File: config.mk
export PLATFORM = sky130hd
export DESIGN_NAME = comp_sar_search
export DESIGN_NICKNAME = d
export VERILOG_FILES = /design/src/rtl/comp_sar_search.sv
export SDC_FILE = /design/constraint.sdc
export NUM_CORES = 1
export LEC_CHECK = 0
export CAP_MARGIN = 30
export CORE_ASPECT_RATIO = 0.6
export CORE_MARGIN = 4
export CORE_UTILIZATION = 50
export DETAILED_ROUTE_END_ITERATION = 10
export DONT_BUFFER_PORTS = 1
export PLACE_DENSITY = 0.7
export SYNTH_ARGS = -nofsm -noshare
export SYNTH_HDL_FRONTEND = slang
export SYNTH_SLANG_ARGS = --single-unit
File: constraint.sdc
create_clock -name Clk -period 2.3 [get_ports Clk]
set_clock_uncertainty 0.05 [all_clocks]
set_input_delay 0.69 -clock Clk [delete_from_list [all_inputs] [get_ports Clk]]
set_output_delay 0.69 -clock Clk [all_outputs]
set_load 0.03 [all_outputs]
File: src/rtl/comp_sar_search.sv
// Successive-approximation search controller. It drives COMP operand b and
// recovers the unknown operand a one bit per cycle from the gt/lt/eq flags.
module comp_sar_search #(
  parameter int DATAWIDTH = 32,
  parameter int CNTWIDTH  = 6
) (
  input  logic                 Clk,
  input  logic                 Rst,
  input  logic                 start,
  input  logic                 gt,
  input  logic                 lt,
  input  logic                 eq,
  output logic [DATAWIDTH-1:0] probe,
  output logic                 busy,
  output logic                 done,
  output logic                 found,
  output logic [DATAWIDTH-1:0] result,
  output logic [CNTWIDTH-1:0]  probes
);

  localparam int IDXW = (DATAWIDTH > 1) ? $clog2(DATAWIDTH) : 1;
  localparam logic [IDXW-1:0]      IDX_TOP = IDXW'(DATAWIDTH - 1);
  localparam logic [DATAWIDTH-1:0] MSB_ONE = DATAWIDTH'(1) << (DATAWIDTH - 1);

  typedef enum logic [1:0] {
    IDLE   = 2'd0,
    SEARCH = 2'd1,
    CHECK  = 2'd2,
    DONE   = 2'd3
  } state_t;

  state_t                state_reg,  state_next;
  logic [DATAWIDTH-1:0]  probe_reg,  probe_next;
  logic [DATAWIDTH-1:0]  acc_reg,    acc_next;
  logic [IDXW-1:0]       idx_reg,    idx_next;
  logic [DATAWIDTH-1:0]  result_reg, result_next;
  logic                  found_reg,  found_next;
  logic [CNTWIDTH-1:0]   probes_reg, probes_next;

  logic [DATAWIDTH-1:0]  bit_mask;
  logic [DATAWIDTH-1:0]  acc_upd;
  logic                  is_eq;
  logic                  is_gt;

  always_ff @(posedge Clk) begin
    if (Rst) begin
      state_reg  <= IDLE;
      probe_reg  <= '0;
      acc_reg    <= '0;
      idx_reg    <= IDX_TOP;
      result_reg <= '0;
      found_reg  <= 1'b0;
      probes_reg <= '0;
    end else begin
      state_reg  <= state_next;
      probe_reg  <= probe_next;
      acc_reg    <= acc_next;
      idx_reg    <= idx_next;
      result_reg <= result_next;
      found_reg  <= found_next;
      probes_reg <= probes_next;
    end
  end

  // Flag priority eq > gt > lt; an all-zero flag set falls through as lt.
  always_comb begin
    is_eq = 1'b0;
    is_gt = 1'b0;
    casez ({eq, gt, lt})
      3'b1??:  is_eq = 1'b1;
      3'b01?:  is_gt = 1'b1;
      default: ;
    endcase
  end

  always_comb begin
    state_next  = state_reg;
    probe_next  = probe_reg;
    acc_next    = acc_reg;
    idx_next    = idx_reg;
    result_next = result_reg;
    found_next  = found_reg;
    probes_next = probes_reg;
    bit_mask    = DATAWIDTH'(1) << idx_reg;
    acc_upd     = is_gt ? (acc_reg | bit_mask) : acc_reg;

    case (state_reg)
      IDLE: begin
        if (start) begin
          acc_next    = '0;
          idx_next    = IDX_TOP;
          probe_next  = MSB_ONE;
          probes_next = '0;
          found_next  = 1'b0;
          result_next = '0;
          state_next  = SEARCH;
        end
      end
      SEARCH: begin
        probes_next = probes_reg + CNTWIDTH'(1);
        if (is_eq) begin
          result_next = probe_reg;
          found_next  = 1'b1;
          probe_next  = '0;
          state_next  = DONE;
        end else begin
          acc_next = acc_upd;
          if (idx_reg != '0) begin
            // Next candidate keeps the decided bits and tries the next lower one.
            idx_next   = idx_reg - IDXW'(1);
            probe_next = acc_upd | (bit_mask >> 1);
          end else begin
            probe_next = acc_upd;
            state_next = CHECK;
          end
        end
      end
      CHECK: begin
        probes_next = probes_reg + CNTWIDTH'(1);
        result_next = acc_reg;
        found_next  = is_eq;
        probe_next  = '0;
        state_next  = DONE;
      end
      DONE: begin
        probe_next = '0;
        state_next = IDLE;
      end
      default: state_next = IDLE;
    endcase
  end

  assign probe  = probe_reg;
  assign busy   = (state_reg == SEARCH) || (state_reg == CHECK);
  assign done   = (state_reg == DONE);
  assign found  = found_reg;
  assign result = result_reg;
  assign probes = probes_reg;

endmodule

==> flow_summary.toml <==
[outcome]
status = "finished, final reports clean"

[worst_setup_path]
r2r-start = "idx_reg[0]"
slowest_stage = "a2111oi_4"
cp-end-kind = "flip-flop"
crit_type = "flip-flop to flip-flop"
cp_cell_sequence = "inv_1, ha_1, nor4b_2, a2111oi_4, and3_1, o21ai_1"
r2r.worst_path.cells = 6
critPathLaunchType = "flip-flop"
cp.arrival_ns = 2.31
setup.worst_path.end = "idx_reg[3]"
cp.required_ns = 2.47
max_stage_delay_ns = 0.58
worst-path-stages = 6
worstSetupStartpoint = "idx_reg[0]"
cp_max_fo = 8
cp_num_buf_inv = 1
path_delay_family = "compound AO/OA/AOI/OAI gates"
r2r_slack_ns = 0.16
rr_endpoint = "idx_reg[3]"

[sta]
final-max-slew-violation-count = 0
hold_viol = 0
post-route-period-util_pct = 92.9
setup_viol = 0
fmax_ghz = 0.468
period_needed_ns = 2.14
rsz0062_at_grt = "no"
worst_pin_slew_ns = 0.649
setup_slack_ns = 0.163
max_slew_margin_pct = 56.8
tns_ns = 0

[cts]
cts_buffer_depth = 2
cts-root-buf = "clkbuf_16"
cts_buffers = 9
tritoncts = "built"
numClockSinks = 110
clk_latency_ns = 0.35
htreeDepth = 3
cts_setup_buffers = 0
cts_hold_buf = 0
clk_pin_slew_ns = 0.07

[finish]
area_growth_pct = 8.34
nets = 553
diodes = 0
drive_above_1_share_pct = 8.67

[grt]
globalRouteTotalUtil_pct = 23.8
grt_antenna_before_repair = 0
grt_pass1_vias = 4029
grt_first_pass_wirelength_mm = 21.5
grt_max_degree = 92
grt-ovfl-total = 0

[yosys]
synth_ff_type = "dfxtp_1"
synth_mux_area_share_pct = 0.411
synth_compound_area_share_pct = 25.3
synth_fp_nets = 572
synth_top_family_by_area = "compound AO/OA/AOI/OAI gates"
synthArstFlopShare_pct = 0
syn_area_per_cell_um2 = 8.77
synth_fa_ha_area_share_pct = 2.57
synthXorXnorAreaFrac_pct = 0.719
synth-seq-cells = 110
syn_area_um2 = 4870
yosys_warnings = 0
yosys.area_share.simple_pct = 20.9
synthDistinctLibCells = 51
synth-edff-count = 0
ys_seq_area_share_pct = 45.2
syn_inst = 556

[pwr]
pwr_density_cell_nw_per_um2 = 1050
p_leak_uw = 0.00184
p_int_uw = 3320
switchingPower_uw = 2220
pwr-share-seq_pct = 37.6
peakVddDrop_v = 0.000585
power_frac_comb_pct = 35.2
clkPwrFrac_pct = 27.2
switching_share_pct = 40.1

[drt]
wl_per_cell_um = 19.9
drt-pass1-iter-count = 5
ant_nets = 0
drcViolationCount = 0
first_iter_violations = 400
wl_mm = 13.3
via_per_inst = 6.27
vias = 4216

[place]
numPortBuffers = 0
gp_routability_congestion = 0.859
place_ws_ns = 0.0463
dp_hpwl_mm = 9.15

[die]
start_util_pct = 52.3
dieHeight_um = 84.5
die_area_um2 = 11400
core_um2 = 9320
rows = 27
die_w_um = 135
io_pins = 79

[worst_hold_path]
hp-class = "primary input to flip-flop"

[flow_run]
drv_cap = 0
-- area by class of cell --
cell class / instances / area [um2]
flip-flops and latches: 110 / 2200
clock buffers: 14 / 274
clock inverters: 2 / 13.8
well taps: 130 / 163
repair buffers: 21 / 161
inverters: 5 / 18.8
multi-input cells: 390 / 2450
fillers: 891 / 4040
-- how the worst min path moves through the flow --
stage / start / end / slack (ns) / cells after the start
after floorplan: acc_reg[11] / acc_reg[11] / 0.43 / 2
after global placement: acc_reg[31] / acc_reg[31] / 0.45 / 2
after detailed placement: acc_reg[11] / acc_reg[11] / 0.46 / 2
after CTS: Rst / found / 0.35 / 1
after global routing: Rst / found / 0.35 / 1
final: Rst / found / 0.35 / 1
-- power by group through the flow --
stage	Sequential [uW]	Combinational [uW]	Clock, uW
after floorplan	2100	1340	0
after global placement	2120	1870	0
after detailed placement	2120	1930	0
after CTS	2080	1930	1540
after global routing	2090	2090	1610
final	2080	1950	1500
-- kinds of logic (layout without fill, tap and decap cells) --
family / after synthesis / count (layout)
multiplexers: 2 / 2
AND/OR/NAND/NOR: 207 / 207
adder cells (fa/ha/maj): 10 / 10
XOR/XNOR: 4 / 4
AO/OA/AOI/OAI: 167 / 167
flip-flops: 110 / 110
buffers and inverters: 56 / 42
-- synth_stat cells, types with 5 or more instances --
master	number	share of area, %
dfxtp_1	110	45
nor2_1	63	4.9
nand2_1	54	4.2
a21oi_1	47	4.8
nand3_1	34	3.5
a22o_1	32	5.8
clkbuf_1	28	2.2
a32oi_1	20	3.6
o21ai_1	20	2.1
buf_2	19	2.0
a222oi_1	15	3.1
a22oi_1	13	2.0
ha_1	10	2.6
nor2b_1	9	1.2
a221oi_1	8	1.4
and3_1	7	0.90
and2_1	6	0.77
inv_1	5	0.39
-- routing by layer --
layer  vias to the layer above  global-route usage [%]  share of wire, %
met5                         -                       0                 0
met4                         0                    6.50              0.87
met3                        12                    7.19               9.1
met2                       164                    36.8                45
met1                      2033                    32.4                45
li1                       2007                       -                 -
-- metrics by stage --
step | power, uW | hold WS (ns) | instances | cell area [um2] | util [%]
3_3_place_gp | 3980 | 0.450 | 655 | 4980 | 53.4
5_1_grt | 5790 | 0.349 | 672 | 5280 | 56.6
6_report | 5530 | 0.355 | 672 | 5280 | 56.6
4_1_cts | 5550 | 0.346 | 672 | 5280 | 56.6
2_1_floorplan | 3440 | 0.427 | 556 | 4870 | -
3_5_place_dp | 4050 | 0.461 | 656 | 4990 | 53.5
-- what timing repair did --
| item | in CTS | in global routing |
|---|---|---|
| gates resized for setup | 0 | 1 |
| endpoints found under the hold margin | 0 | 0 |
| endpoints found under the setup margin | 0 | 18 |
-- layout by cell type, fill, tap and decap left out, types with 10 or more instances in the layout --
cell type | Yosys | layout
a21oi_1 | 47 | 47
a222oi_1 | 15 | 15
a22o_1 | 32 | 32
a22oi_1 | 13 | 13
a32oi_1 | 20 | 20
buf_4 | 1 | 20
dfxtp_1 | 110 | 110
ha_1 | 10 | 10
nand2_1 | 54 | 54
nand3_1 | 34 | 34
nor2_1 | 63 | 63
o21ai_1 | 20 | 20
(Power assumes the default switching activity.)
